--- src/rtl/usb_rx_pkg.sv ---
// Shared USB receive definitions: FSM state encoding, field widths and the PID check.
package usb_rx_pkg;

   localparam int unsigned PID_BITS  = 8;
   localparam int unsigned STUFF_RUN = 6;
   localparam int unsigned ONES_W    = 3;
   localparam int unsigned PID_CNT_W = 3;
   localparam int unsigned LEN_W     = 11;

   typedef logic [1:0] state_t;

   localparam state_t ST_IDLE = 2'd0;
   localparam state_t ST_PID  = 2'd1;
   localparam state_t ST_DATA = 2'd2;
   localparam state_t ST_ERR  = 2'd3;

   // Upper nibble must be the one's complement of the lower nibble.
   function automatic logic pid_ok(input logic [PID_BITS-1:0] p);
      return p[7:4] == ~p[3:0];
   endfunction

endpackage

--- src/rtl/bit_unstuff_core.sv ---
// Raw-bit ones counter with stuffed-bit detection; flags are combinational on the current bit.
module bit_unstuff_core
   import usb_rx_pkg::*;
#(
   parameter int unsigned SYNC_ONES = 1
)
(
   input  logic clock,
   input  logic reset_n,
   input  logic line_bit,
   input  logic bit_en,
   input  logic preload,
   input  logic clear,
   output logic drop_c,
   output logic viol_c
);

   logic [ONES_W-1:0] ones_cnt;
   logic [ONES_W-1:0] ones_cur_c;

   // A packet start replaces the running count with the SYNC tail before this bit is judged.
   always_comb begin
      ones_cur_c = preload ? ONES_W'(SYNC_ONES) : ones_cnt;
      drop_c     = bit_en && (ones_cur_c == ONES_W'(STUFF_RUN));
      viol_c     = drop_c && line_bit;
   end

   always_ff @(posedge clock or negedge reset_n) begin
      if (!reset_n) begin
         ones_cnt <= '0;
      end else if (clear) begin
         ones_cnt <= '0;
      end else if (bit_en) begin
         ones_cnt <= (drop_c || !line_bit) ? '0 : ones_cur_c + ONES_W'(1);
      end else if (preload) begin
         ones_cnt <= ones_cur_c;
      end
   end

endmodule

--- src/rtl/bit_unstuff_rx.sv ---
// USB receive bit unstuffer: PID capture/check, payload streaming and length check.
// Define USB_RX_STUFF_ERR_EN to turn stuffed-one violations into an ERR state and stuff_err.
module bit_unstuff_rx
   import usb_rx_pkg::*;
#(
   parameter int unsigned SYNC_ONES = 1
)
(
   input  logic                clock,
   input  logic                reset_n,
   input  logic                rx_bit,
   input  logic                rx_valid,
   input  logic                rx_sop,
   input  logic                rx_eop,
   output logic                out_bit,
   output logic                bs_sending,
   output logic [PID_BITS-1:0] pid,
   output logic                pid_valid,
   output logic                pid_err,
   output logic                stuff_err,
   output logic                len_err,
   output logic                pkt_done
);

`ifdef USB_RX_STUFF_ERR_EN
   localparam logic STUFF_ERR_EN = 1'b1;
`else
   localparam logic STUFF_ERR_EN = 1'b0;
`endif

   state_t               state, state_n;
   logic [PID_CNT_W-1:0] pid_cnt, pid_cnt_n;
   logic [LEN_W-1:0]     len_cnt, len_cnt_n;
   logic [PID_BITS-1:0]  pid_n, pid_shift_c;
   logic                 out_bit_n, bs_sending_n, pid_valid_n, pid_err_n;
   logic                 stuff_err_n, len_err_n, pkt_done_n;
   logic                 sop_go_c, bit_en_c, drop_c, viol_c;

   // End of packet outranks a coincident start and any coincident bit.
   assign sop_go_c = rx_sop && !rx_eop;
   assign bit_en_c = rx_valid && !rx_eop && (sop_go_c || (state != ST_IDLE));

   bit_unstuff_core #(
      .SYNC_ONES (SYNC_ONES)
   ) u_core (
      .clock    (clock),
      .reset_n  (reset_n),
      .line_bit (rx_bit),
      .bit_en   (bit_en_c),
      .preload  (sop_go_c),
      .clear    (rx_eop),
      .drop_c   (drop_c),
      .viol_c   (viol_c)
   );

   always_comb begin
      state_n      = state;
      pid_cnt_n    = pid_cnt;
      len_cnt_n    = len_cnt;
      pid_n        = pid;
      out_bit_n    = out_bit;
      bs_sending_n = 1'b0;
      pid_valid_n  = 1'b0;
      pid_err_n    = 1'b0;
      stuff_err_n  = stuff_err;
      len_err_n    = 1'b0;
      pkt_done_n   = 1'b0;
      pid_shift_c  = {rx_bit, pid[PID_BITS-1:1]};

      if (rx_eop) begin
         state_n   = ST_IDLE;
         pid_cnt_n = '0;
         len_cnt_n = '0;
         if (state != ST_IDLE) begin
            pkt_done_n = 1'b1;
            len_err_n  = (len_cnt[2:0] != 3'd0);
         end
      end else if (rx_sop) begin
         // Start (or restart after an abort) of PID capture; the sop bit is the first PID bit.
         state_n     = ST_PID;
         pid_cnt_n   = '0;
         len_cnt_n   = '0;
         stuff_err_n = 1'b0;
         if (bit_en_c && !drop_c) begin
            pid_n     = pid_shift_c;
            pid_cnt_n = PID_CNT_W'(1);
         end
      end else if (bit_en_c) begin
         case (state)
            ST_PID: begin
               if (STUFF_ERR_EN && viol_c) begin
                  state_n     = ST_ERR;
                  stuff_err_n = 1'b1;
               end else if (!drop_c) begin
                  pid_n     = pid_shift_c;
                  pid_cnt_n = pid_cnt + PID_CNT_W'(1);
                  if (pid_cnt == PID_CNT_W'(PID_BITS - 1)) begin
                     state_n     = ST_DATA;
                     pid_valid_n = pid_ok(pid_shift_c);
                     pid_err_n   = !pid_ok(pid_shift_c);
                  end
               end
            end
            ST_DATA: begin
               if (STUFF_ERR_EN && viol_c) begin
                  state_n     = ST_ERR;
                  stuff_err_n = 1'b1;
               end else if (!drop_c) begin
                  out_bit_n    = rx_bit;
                  bs_sending_n = 1'b1;
                  if (len_cnt != '1) begin
                     len_cnt_n = len_cnt + LEN_W'(1);
                  end
               end
            end
            default: ;
         endcase
      end
   end

   always_ff @(posedge clock or negedge reset_n) begin
      if (!reset_n) begin
         state      <= ST_IDLE;
         pid_cnt    <= '0;
         len_cnt    <= '0;
         pid        <= '0;
         out_bit    <= 1'b0;
         bs_sending <= 1'b0;
         pid_valid  <= 1'b0;
         pid_err    <= 1'b0;
         stuff_err  <= 1'b0;
         len_err    <= 1'b0;
         pkt_done   <= 1'b0;
      end else begin
         state      <= state_n;
         pid_cnt    <= pid_cnt_n;
         len_cnt    <= len_cnt_n;
         pid        <= pid_n;
         out_bit    <= out_bit_n;
         bs_sending <= bs_sending_n;
         pid_valid  <= pid_valid_n;
         pid_err    <= pid_err_n;
         stuff_err  <= stuff_err_n;
         len_err    <= len_err_n;
         pkt_done   <= pkt_done_n;
      end
   end

endmodule

--- config.mk ---
export PLATFORM = sky130hd
export DESIGN_NAME = bit_unstuff_rx
export DESIGN_NICKNAME = d
export VERILOG_FILES = /design/src/rtl/usb_rx_pkg.sv /design/src/rtl/bit_unstuff_core.sv /design/src/rtl/bit_unstuff_rx.sv
export SDC_FILE = /design/constraint.sdc
export NUM_CORES = 1
export LEC_CHECK = 0
export ABC_CLOCK_PERIOD_IN_PS = 1900
export CAP_MARGIN = 20
export CORE_MARGIN = 2
export CORE_UTILIZATION = 54
export CTS_CLUSTER_SIZE = 28
export DETAILED_ROUTE_END_ITERATION = 8
export GPL_TIMING_DRIVEN = 0
export PLACE_DENSITY = 0.83
export SETUP_SLACK_MARGIN = 0.2
export SLEW_MARGIN = 30
export SYNTH_ARGS = -nofsm -noshare
export SYNTH_HDL_FRONTEND = slang
export SYNTH_SLANG_ARGS = --single-unit
--- constraint.sdc ---
create_clock -name clock -period 1.9 [get_ports clock]
set_input_delay 0.38 -clock clock [delete_from_list [all_inputs] [get_ports clock]]
set_output_delay 0.38 -clock clock [all_outputs]
set_load 0.02 [all_outputs]
==> results of run 1 <==
## through the flow
step,std cells,setup TNS (ps)
after global placement,222,-18650
after global routing,245,0
final,245,0
after detailed placement,223,-14780
after CTS,241,0
after floorplan,160,-16.32
## cells in the mapped netlist (3+ instances only)
master / instances / area [um2]
sky130_fd_sc_hd__a21oi_1: 11 / 55.05
sky130_fd_sc_hd__dfrtp_1: 33 / 825.8
sky130_fd_sc_hd__ha_1: 6 / 75.07
sky130_fd_sc_hd__inv_1: 7 / 26.28
sky130_fd_sc_hd__mux2_2: 9 / 101.4
sky130_fd_sc_hd__mux2i_1: 3 / 30.03
sky130_fd_sc_hd__nand2_1: 6 / 22.52
sky130_fd_sc_hd__nand3_1: 6 / 30.03
sky130_fd_sc_hd__nand4_1: 4 / 25.02
sky130_fd_sc_hd__nor2_1: 12 / 45.04
sky130_fd_sc_hd__nor2b_1: 6 / 37.54
sky130_fd_sc_hd__o21a_1: 3 / 22.52
sky130_fd_sc_hd__o21ai_0: 6 / 30.03
sky130_fd_sc_hd__o31ai_1: 5 / 37.54
sky130_fd_sc_hd__or3_1: 6 / 37.54
sky130_fd_sc_hd__or4_1: 4 / 30.03
sky130_fd_sc_hd__xor2_1: 5 / 43.79
## state kept, by name, summed over array words and instances, names as in the netlist
| signal | flops |
|---|---|
| state | 2 |
| pkt_done | 1 |
| pid | 8 |
| pid_err | 1 |
| out_bit | 1 |
| bs_sending | 1 |
| pid_cnt | 3 |
| u_core.ones_cnt | 3 |
| pid_valid | 1 |
| len_err | 1 |
| len_cnt | 11 |
## timing repair
item                                    4_1_cts  5_1_grt
hold endpoints to repair                     12        0
buffers inserted                              9        4
pin swaps                                     3        7
endpoints found under the setup margin       39       24
gates resized for setup                      21       14
hold buffers                                  1        0
## kinds of logic (layout without fill, tap and decap cells)
logic type      after synthesis  after routing  synth area share (%)
fa+ha+maj                     6              6                 4.383
simple gates                 52             52                 17.24
flops                        33             33                 48.21
mux                          12             12                 7.670
buf+inv                      13             54                 3.798
other cells                   1              1                0.2189
compound gates               38             38                 15.93
xor+xnor                      5              5                 2.556
## worst max-delay path: stages (launching register included)
cell and delay [ps]:
sky130_fd_sc_hd__dfrtp_1 410, sky130_fd_sc_hd__ha_4 170, sky130_fd_sc_hd__nand4_1 190, sky130_fd_sc_hd__buf_4 220, sky130_fd_sc_hd__or4_4 480, sky130_fd_sc_hd__a21oi_2 160
## metal layers
metal  vias to the layer above  track usage, %  wire (um)
met4                         0           9.841         76
met5                         -               0          0
li1                        661               -          -
met2                        33           44.10       2123
met3                        10           4.978        137
met1                       708           29.96       1662
## power by group
part	total, mW	internal, mW	switching (mW)
clock	0.548	0.278	0.270
sequential	0.868	0.778	0.0903
combinational	0.475	0.244	0.231
## worst max path at each step
stage	from	end	cells after the start
after floorplan	rx_sop	pid[0]$_DFFE_PN0P_	9
after global placement	rx_eop	pid[0]$_DFFE_PN0P_	9
after detailed placement	rx_eop	pid[1]$_DFFE_PN0P_	9
after CTS	rx_eop	pid[0]$_DFFE_PN0P_	10
after global routing	len_cnt[1]$_DFFE_PN0P_	len_cnt[8]$_DFFE_PN0P_	5
final	len_cnt[1]$_DFFE_PN0P_	len_cnt[8]$_DFFE_PN0P_	5
## cell type report
| type | count | share of cell area, % |
|---|---|---|
| tap | 44 | 2.349 |
| buffer | 6 | 2.403 |
| clock inverter | 3 | 1.975 |
| multi-input combinational | 114 | 41.70 |
| clock buffer | 5 | 1.602 |
| timing repair buffer | 33 | 13.61 |
| inverter | 7 | 1.121 |
| sequential | 33 | 35.24 |
==> impl_results.rst, run 1 <==
.. list-table::
   :header-rows: 1

   * - Metric
     - Value
   * - Final Hold Fails
     - 0
   * - GRT Overall Usage
     - 25.05%
   * - Placed inst area
     - 2092 um2
   * - Critical hold path startpoint
     - rx_sop
   * - Number of flip-flops and latches in the synthesized netlist
     - 33
   * - Largest net degree at the start of global routing
     - 22
   * - Fill cell count
     - 202
   * - Min Tclk post-route
     - about 1700 ps
   * - Avg WL per Cell
     - 16.33 um
   * - Number of max-cap violations
     - 0
   * - Min-Delay Path Depth
     - 2
   * - Final global-route overflow total
     - 0
   * - Clock transition time at the flip-flop clock pins of the worst setup and hold paths
     - 110 ps
   * - Initial detailed-routing violation count
     - 58
   * - Max VDD drop
     - 582.5 uV
   * - Vertical die dimension
     - 60.32 um
   * - Pwr dens
     - between 800 and 900 nW/um2
   * - Area enclosed by the die boundary
     - 3639 um2
   * - Cell Area, Synth
     - 1713 um2
   * - Via total after detailed routing
     - 1412
   * - Netlist cell types
     - 40
   * - Area growth from synthesis to layout
     - 36.82%
   * - PortBufs
     - 18
   * - Final core utilization
     - 77.40%
   * - Commonest non-fill, non-tap cell in the layout
     - sky130_fd_sc_hd__dfrtp_1
   * - Pleak
     - 1.082 nW
   * - Hold Crit Endpoint
     - pid_cnt[1]$_DFFE_PN0P_
   * - Half-perimeter wire length of the detailed placement result
     - approximately 2700 um
   * - Vias in the first global route
     - approximately 1400
   * - WP data required
     - roughly 2200 ps
   * - Post-synth ARST share
     - 100.0%
   * - Number of flops mapped to enable cells by yosys
     - 0
   * - Signal arrival time at the worst endpoint
     - just under 2000 ps
   * - Die extent in x
     - 60.32 um
   * - Classification of the worst-slack hold path
     - primary input to flip-flop
   * - Yosys synthesis warning count
     - 0
   * - Count of mapped cells out of synthesis
     - 160
   * - Mean cell area of the mapped netlist
     - 10.71 um2
   * - Setup repair after global routing missed its margin
     - true
   * - Number of setup violations in the final report
     - 0
   * - Crit path launch type
     - flip-flop
   * - Post-detailed-route via-to-cell ratio
     - 5.763
   * - Clock insertion delay at the later pin of the skew report
     - 350 ps
   * - Placeable core region
     - approximately 3000 um2
   * - Type of the worst setup path
     - flip-flop to flip-flop
   * - TritonCTS Buffers
     - 5
   * - Residual DRC
     - 0
   * - Multi-input gate area in the final layout
     - 977.2 um2
   * - Sequential cell area
     - 825.8 um2
   * - Main flop type after synthesis
     - sky130_fd_sc_hd__dfrtp_1
   * - Root Driver
     - sky130_fd_sc_hd__clkbuf_4
   * - Number of nets produced by synthesis
     - 172
   * - Critical path peak fanout
     - 4
   * - Count of boundary I/O pins
     - 21
   * - Share of the clock period used by the worst path
     - approximately 90%
   * - Final weighted congestion in routability-driven placement
     - 0.8335
   * - H-tree levels
     - 2
   * - Reg-to-reg endpoint
     - len_cnt[8]$_DFFE_PN0P_
   * - Worst setup timing slack at the placement stage
     - -601.5 ps
   * - F_max
     - 588.9 MHz
   * - Final-report max-slew violation count
     - 0
   * - Aggregate routed wire length
     - 4000 um
   * - Most frequent cells in the layout
     - 33 x sky130_fd_sc_hd__dfrtp_1, 12 x sky130_fd_sc_hd__buf_4, 10 x sky130_fd_sc_hd__nor2_1, 10 x sky130_fd_sc_hd__a21oi_1, 10 x sky130_fd_sc_hd__dlygate4sd2_1
   * - FF-to-FF setup slack
     - 200 ps
   * - Summed area of non-filler cells in the final layout
     - 2344 um2
   * - Antenna Cells
     - 0
   * - Initial antenna violation count
     - 0
   * - Smallest setup slack after layout
     - 201.8 ps
   * - CTS tree
     - built
   * - Fraction of final layout cells sized beyond drive strength 1
     - between 20% and 30%
   * - Worst slack on hold paths
     - 192.3 ps
   * - Net count of the finished layout
     - around 210
   * - Overall power
     - 1.891 mW
   * - Clock Sinks
     - 33
   * - Max Root-Sink Buffers
     - 2
   * - Starting density of the core
     - 56.57%
   * - Number of cell instances on the worst register-to-register path
     - 5
   * - Endpoint type of the worst setup path
     - flip-flop
   * - First-pass GRT wire length
     - around 6700 um
   * - Sequential fraction of the synthesis area
     - 48.21%
   * - Number of detailed-route iterations in the first pass
     - 4
   * - R2r startpoint
     - len_cnt[1]$_DFFE_PN0P_
   * - Row count
     - 20
   * - Clock skew
     - 10.40 ps
   * - DRT antenna net count
     - 0
   * - Result of the run
     - finished, final reports clean
(Power assumes the default switching activity.)
==> inputs of run 2 (changes only) <==
CELL_PAD_IN_SITES_DETAIL_PLACEMENT = 0   (was unset)
CELL_PAD_IN_SITES_GLOBAL_PLACEMENT = 1   (was unset)
CORE_UTILIZATION = 49   (was 54)
DONT_BUFFER_PORTS = 1   (was unset)
RECOVER_POWER = 25   (was unset)
==> run 2 against run 1 <==
  * Sequential share of layout area increased by 3.1 points
  * Non-clock buffer count down 22
  * Global-route usage is 6.1 points lower
  * Combinational power fell by 45%
  * Clock-buffer cell count unchanged
  * Via count decreased by 8.6%
  * Flip-flop and latch count stayed put
  * Cell area fell by 8.2%
  * Wire length decreased by 13%
  * Fmax decreased by 0.47%
  * Critical endpoint unchanged
  * Largest cell class unchanged
  * Largest power group unchanged
==> impl_results.rst, run 2 (same netlist as run 1, synthesis figures left out) <==
.. list-table::
   :header-rows: 1

   * - Metric
     - Value
   * - Signal arrival time at the worst endpoint
     - 1970 ps
   * - Max Root-Sink Buffers
     - 2
   * - Final-report max-slew violation count
     - 0
   * - Relative max-transition margin
     - about 48%
   * - FF-to-FF setup slack
     - 190 ps
   * - GR Util met3
     - 6.607%
   * - Starting density of the core
     - 51.33%
   * - Critical hold path startpoint
     - rx_bit
   * - Transition time at the pin with the least slew margin
     - between 700 and 800 ps
   * - DRT antenna net count
     - 0
   * - GRT Overall Usage
     - about a fifth
   * - Avg WL per Cell
     - between 15 and 20 um
   * - F_max
     - 586.1 MHz
   * - DP Cell Count
     - around 210
   * - Number of detailed-route iterations in the first pass
     - 4
   * - Result of the run
     - finished, final reports clean
   * - Net count of the finished layout
     - 190
   * - Commonest non-fill, non-tap cell in the layout
     - sky130_fd_sc_hd__dfrtp_1
   * - Clock skew
     - 9.546 ps
   * - Number of setup violations in the final report
     - 0
   * - Crit path launch type
     - flip-flop
   * - Post-detailed-route via-to-cell ratio
     - 5.738
   * - Area growth from synthesis to layout
     - 25.64%
   * - H-tree levels
     - 2
   * - Proportion of total power due to net switching
     - 29.37%
   * - Half-perimeter wire length of the detailed placement result
     - 2383 um
   * - Top Usage Layer GRT
     - met2
   * - Register containing the most flip-flops in the final layout
     - len_cnt
   * - Power spent charging and discharging nets
     - 557.6 uW
   * - Number of max-cap violations
     - 0
   * - Met1 routing resource usage after global routing
     - 23.78%
   * - Vias in the first global route
     - 1232
   * - Classification of the worst-slack hold path
     - primary input to flip-flop
   * - Max VDD drop
     - 423.2 uV
   * - Fill cell count
     - 282
   * - Fraction of power consumed by combinational cells
     - 13.8%
   * - Final core utilization
     - 64.49%
   * - Endpoint type of the worst setup path
     - flip-flop
   * - Clock transition time at the flip-flop clock pins of the worst setup and hold paths
     - 110 ps
   * - Residual DRC
     - 0
   * - CTS tree
     - built
   * - R2r startpoint
     - len_cnt[1]$_DFFE_PN0P_
   * - Number of cell instances on the worst register-to-register path
     - 5
   * - Clock network fraction of design power
     - 34.9%
   * - Total Negative Setup Slacks
     - 0 ps
   * - Setup repair after global routing missed its margin
     - true
   * - First-pass GRT wire length
     - ~6000 um
   * - PortBufs
     - 0
   * - TritonCTS Buffers
     - 5
   * - Count of boundary I/O pins
     - 21
   * - Area enclosed by the die boundary
     - 3985 um2
   * - Registers with the most flip-flops
     - len_cnt (11), pid (8)
   * - Final Hold Fails
     - 0
   * - Final weighted congestion in routability-driven placement
     - 0.7349
   * - Antenna Cells
     - 0
   * - Max reg flops
     - 11
   * - Cell internal power dissipation
     - 1.341 mW
   * - Root Driver
     - sky130_fd_sc_hd__clkbuf_4
   * - Fraction of final layout cells sized beyond drive strength 1
     - between 20% and 30%
   * - Overall power
     - 1.899 mW
   * - Reg-to-reg endpoint
     - len_cnt[8]$_DFFE_PN0P_
   * - Via total after detailed routing
     - 1291
   * - Final global-route overflow total
     - 0
   * - Sequential cell fraction of total power
     - between 50% and 60%
   * - Clock Sinks
     - 33
   * - Aggregate routed wire length
     - 3493 um
   * - Pleak
     - 0.8937 nW
   * - Largest net degree at the start of global routing
     - 34
   * - Share of the clock period used by the worst path
     - 89.80%
   * - WP data required
     - 2170 ps
   * - Final standard cell count with taps included and fillers excluded
     - approximately 230
   * - Clock insertion delay at the later pin of the skew report
     - 340 ps
   * - Vertical die dimension
     - 63.13 um
   * - Met2 track demand over resource
     - between 30% and 40%
   * - Initial antenna violation count
     - 0
   * - Initial detailed-routing violation count
     - 68
   * - Row count
     - 21
   * - Critical path peak fanout
     - 4
   * - Hold Crit Endpoint
     - pid[7]$_DFFE_PN0P_
   * - Placeable core region
     - roughly 3300 um2
   * - Min-Delay Path Depth
     - 1
   * - Pwr dens
     - 882.2 nW/um2
   * - Type of the worst setup path
     - flip-flop to flip-flop
   * - Die extent in x
     - 63.13 um
   * - Most frequent cells in the layout
     - 33 x sky130_fd_sc_hd__dfrtp_1, 10 x sky130_fd_sc_hd__nor2_1, 10 x sky130_fd_sc_hd__buf_4, 9 x sky130_fd_sc_hd__a21oi_1, 8 x sky130_fd_sc_hd__mux2_4
   * - Min Tclk post-route
     - approximately 1700 ps
## run 2: cell count changes in the layout (fill, tap and decap cells not counted), sizes merged
cell	change
dlygate4sd2	-10
clkdlybuf4s50	-1
dlymetal6s2s	-5
bufinv	+1
clkinvlp	-1
clkbuf	+1
buf	-7
## run 2: through the flow
stage	hold WS (ps)	instance area [um2]	setup WS [ps]
floorplan	84.41	1834	-2.040
detailed placement	85.14	1892	-121.2
global placement	85.06	1892	-93.75
CTS	176.3	2071	221.6
global route	154.8	2152	105.1
finish	185.9	2152	193.8
## run 2: worst max-delay path by stage
stage	start	endpoint	slack (ps)	depth (start not counted)
after global placement	rx_sop	pid[0]$_DFFE_PN0P_	-90	9
final	len_cnt[1]$_DFFE_PN0P_	len_cnt[8]$_DFFE_PN0P_	190	5
after floorplan	rx_sop	pid[0]$_DFFE_PN0P_	-2	9
after global routing	len_cnt[1]$_DFFE_PN0P_	len_cnt[8]$_DFFE_PN0P_	110	5
after detailed placement	rx_sop	pid[1]$_DFFE_PN0P_	-120	9
after CTS	u_core.ones_cnt[1]$_DFFE_PN0P_	pid[1]$_DFFE_PN0P_	220	6
## run 2: layout make-up
| type | instances | area [um2] | share of cell area [%] |
|---|---|---|---|
| timing repair buffer | 11 | 95.09 | 4.419 |
| inverter | 7 | 26.28 | 1.221 |
| tap | 46 | 57.56 | 2.674 |
| clock inverter | 3 | 65.06 | 3.023 |
| buffer | 6 | 48.80 | 2.267 |
| multi-input combinational | 114 | 996.0 | 46.28 |
| sequential | 33 | 825.8 | 38.37 |
| clock buffer | 5 | 37.54 | 1.744 |
## run 2: timing repair
item / 4_1_cts / 5_1_grt
setup buffers: 3 / 6
endpoints found under the hold margin: 33 / 0
hold buffers: 2 / 0
endpoints found under the setup margin: 10 / 18
pin swaps: 0 / 6
resized for setup: 5 / 8
## run 2: critical path, stage by stage, from the launching register on
cell and delay (ps):
sky130_fd_sc_hd__dfrtp_1 410, sky130_fd_sc_hd__ha_4 160, sky130_fd_sc_hd__nand4_1 220, sky130_fd_sc_hd__buf_4 250
sky130_fd_sc_hd__or4_4 480, sky130_fd_sc_hd__a21oi_2 120
## run 2: power groups by stage
stage | registers (mW) | clock network, mW | logic, mW
2_1_floorplan | 0.953 | 0 | 0.213
3_3_place_gp | 0.977 | 0 | 0.228
3_5_place_dp | 0.990 | 0 | 0.239
4_1_cts | 0.976 | 0.670 | 0.263
5_1_grt | 0.986 | 0.712 | 0.288
6_report | 0.974 | 0.663 | 0.261
## run 2: per-layer routing
| layer | wire length, um | part of all wire (%) |
|---|---|---|
| met1 | 1548 | 44 |
| met4 | 55 | 1.6 |
| met5 | 0 | 0 |
| met2 | 1720 | 49 |
| met3 | 169 | 4.8 |
==> inputs of run 3 (changes only) <==
ABC_CLOCK_PERIOD_IN_PS = 1500   (was 1900)
CORE_UTILIZATION = 44   (was 49)
PLACE_DENSITY = 0.79   (was 0.83)
clock period = 1.5 ns   (was 1.9 ns; I/O delays follow)
==> run 3 against run 2 <==
  * Setup slack worse by 400 ps
  * Die area is 11% higher
  * Wire length is 17% higher
  * Sequential power is 26% higher
  * Global-route usage is 0.78 points higher
  * Cell count is 7.1% higher
  * Via count is 8.7% higher
  * The run now ends with negative setup slack left
  * Largest power group unchanged
  * Critical endpoint is now pid[0]$_DFFE_PN0P_
==> impl_results.rst, run 3 (same netlist as run 1, synthesis figures left out) <==
.. list-table::
   :header-rows: 1

   * - Metric
     - Value
   * - Result of the run
     - finished with violations
   * - Violations in the final reports
     - negative setup slack
   * - Largest net degree at the start of global routing
     - 34
   * - Vertical die dimension
     - 66.40 um
   * - Share of the clock period used by the worst path
     - 113.9%
   * - Signal arrival time at the worst endpoint
     - 1880 ps
   * - Number of detailed-route iterations in the first pass
     - 4
   * - Relative max-transition margin
     - 46.01%
   * - Met2 WL
     - between 2000 and 2500 um
   * - Worst setup path startpoint
     - u_core.ones_cnt[0]$_DFFE_PN0P_
   * - H-tree levels
     - 2
   * - Classification of the worst-slack hold path
     - primary input to flip-flop
   * - Registers with the most flip-flops
     - len_cnt (11), pid (8)
   * - Max reg flops
     - 11
   * - Register containing the most flip-flops in the final layout
     - len_cnt
   * - Row count
     - 22
   * - Final-report max-slew violation count
     - 0
   * - Smallest setup slack after layout
     - -208.9 ps
   * - PortBufs
     - 0
   * - Number of cell instances on the worst register-to-register path
     - 7
   * - First-pass GRT wire length
     - about 6400 um
   * - Die extent in x
     - 66.40 um
   * - GRT Overall Usage
     - 19.77%
   * - TritonCTS Buffers
     - 5
   * - Placeable core region
     - roughly 3700 um2
   * - Post-detailed-route via-to-cell ratio
     - slightly below 6
   * - Worst setup timing slack at the placement stage
     - -459.9 ps
   * - Final Hold Fails
     - 0
   * - Fill cell count
     - 272
   * - Avg WL per Cell
     - 16.96 um
   * - FF-to-FF setup slack
     - -210 ps
   * - Fraction of final layout cells sized beyond drive strength 1
     - 37.31%
   * - Initial detailed-routing violation count
     - 97
   * - Count of boundary I/O pins
     - 21
   * - Pleak
     - 0.9605 nW
   * - Number of max-cap violations
     - 0
   * - Clock insertion delay at the later pin of the skew report
     - 280 ps
   * - Initial antenna violation count
     - 0
   * - Antenna Cells
     - 0
   * - Half-perimeter wire length of the detailed placement result
     - 2467 um
   * - Clock Sinks
     - 33
   * - Pwr dens
     - 1053 nW/um2
   * - Area growth from synthesis to layout
     - 37.03%
   * - Net count of the finished layout
     - 204
   * - Setup repair after global routing missed its margin
     - true
   * - Final weighted congestion in routability-driven placement
     - 0.7999
   * - Min Tclk post-route
     - 1709 ps
   * - Residual DRC
     - 0
   * - Final global-route overflow total
     - 0
   * - Top layer reached by signal wires
     - met4
   * - Reg-to-reg endpoint
     - pid[0]$_DFFE_PN0P_
   * - WP data required
     - 1670 ps
   * - Crit path launch type
     - flip-flop
   * - Vias in the first global route
     - around 1400
   * - Worst slack on hold paths
     - 161.7 ps
   * - DRT antenna net count
     - 0
   * - Most frequent cells in the layout
     - 33 x sky130_fd_sc_hd__dfrtp_1, 17 x sky130_fd_sc_hd__buf_4, 9 x sky130_fd_sc_hd__a21oi_1, 8 x sky130_fd_sc_hd__nor2_1, 8 x sky130_fd_sc_hd__mux2_4
   * - Critical hold path startpoint
     - rx_bit
   * - Max VDD drop
     - 456.6 uV
   * - Commonest non-fill, non-tap cell in the layout
     - sky130_fd_sc_hd__dfrtp_1
   * - F_max
     - 585.2 MHz
   * - Endpoint type of the worst setup path
     - flip-flop
   * - Aggregate routed wire length
     - 4088 um
   * - Min-Delay Path Depth
     - 1
   * - Amount of wire on met3 after detailed routing
     - 201 um
   * - Type of the worst setup path
     - flip-flop to flip-flop
   * - Root Driver
     - sky130_fd_sc_hd__clkbuf_8
   * - R2r startpoint
     - u_core.ones_cnt[0]$_DFFE_PN0P_
   * - Hold Crit Endpoint
     - out_bit$_DFFE_PN0P_
   * - Clock skew
     - between 8 and 9 ps
   * - Number of setup violations in the final report
     - 28
   * - Max Root-Sink Buffers
     - 2
   * - Total routed wire length on the met1 layer
     - about 1700 um
   * - Final core utilization
     - 63.64%
   * - Transition time at the pin with the least slew margin
     - 809.9 ps
   * - Area enclosed by the die boundary
     - 4408 um2
   * - Via total after detailed routing
     - ~1400
   * - Starting density of the core
     - 46.44%
   * - Critical path peak fanout
     - 8
   * - Clock transition time at the flip-flop clock pins of the worst setup and hold paths
     - roughly 70 ps
   * - CTS tree
     - built
run 3: cell count changes in the layout (fill, tap and decap cells not counted), moves of 2 or more:
cell,before,now
sky130_fd_sc_hd__clkbuf_8,0,6
sky130_fd_sc_hd__buf_4,10,17
sky130_fd_sc_hd__nor2_1,10,8
sky130_fd_sc_hd__buf_6,1,5
sky130_fd_sc_hd__clkbuf_4,5,0
sky130_fd_sc_hd__nor2_2,1,3
run 3: timing repair:
action,in CTS,in global routing
hold buffers,2,0
resized for setup,13,14
endpoints found under the setup margin,31,31
gates cloned,2,0
setup buffers,14,7
endpoints found under the hold margin,33,0
pin swaps,14,7
run 3: power breakdown:
part	leakage, nW	switching [mW]	internal, mW
clock network	0.0585	0.318	0.541
registers	0.446	0.245	0.984
logic	0.456	0.159	0.223
total	0.960	0.722	1.75
run 3: routing by layer:
layer | track usage [%] | vias up
li1 | - | 646
met1 | 24.70 | 702
met2 | 32.25 | 43
met3 | 5.111 | 12
met4 | 8.163 | 0
met5 | 0 | -
run 3: cell type report:
cell class / instances / area, um2 / area share (%)
Multi-Input combinational cell: 115 / 1052 / 44.83
Timing Repair Buffer: 24 / 217.7 / 9.275
Sequential cell: 33 / 825.8 / 35.18
Tap cell: 48 / 60.06 / 2.559
Clock buffer: 7 / 86.33 / 3.678
Buffer: 6 / 48.80 / 2.079
Clock inverter: 1 / 30.03 / 1.279
Inverter: 7 / 26.28 / 1.119
run 3: worst max-delay path by stage:
stage                             end  slack (ps)
3_3_place_gp       pid[0]$_DFFE_PN0P_        -430
6_report           pid[0]$_DFFE_PN0P_        -210
3_5_place_dp       pid[2]$_DFFE_PN0P_        -460
2_1_floorplan      pid[0]$_DFFE_PN0P_        -320
4_1_cts            pid[5]$_DFFE_PN0P_        -150
5_1_grt        len_cnt[5]$_DFFE_PN0P_        -250
run 3: metrics by stage:
step	setup TNS, ps	std cells	instance area [um2]	power [mW]
3_5_place_dp	-10880	208	1894	1.551
5_1_grt	-5274	241	2347	2.567
6_report	-3562	241	2347	2.471
2_1_floorplan	-6306	160	1834	1.477
4_1_cts	-2112	234	2228	2.454
3_3_place_gp	-10070	208	1894	1.529
run 3: worst max-delay path, cell delays in order, from the launching register on:
cell and delay, ps:
sky130_fd_sc_hd__dfrtp_1 420, sky130_fd_sc_hd__nor2_4 140, sky130_fd_sc_hd__ha_4 180, sky130_fd_sc_hd__nand2_8 90, sky130_fd_sc_hd__o211ai_4 240, sky130_fd_sc_hd__nor2_4 70, sky130_fd_sc_hd__buf_12 150, sky130_fd_sc_hd__mux2_4 290
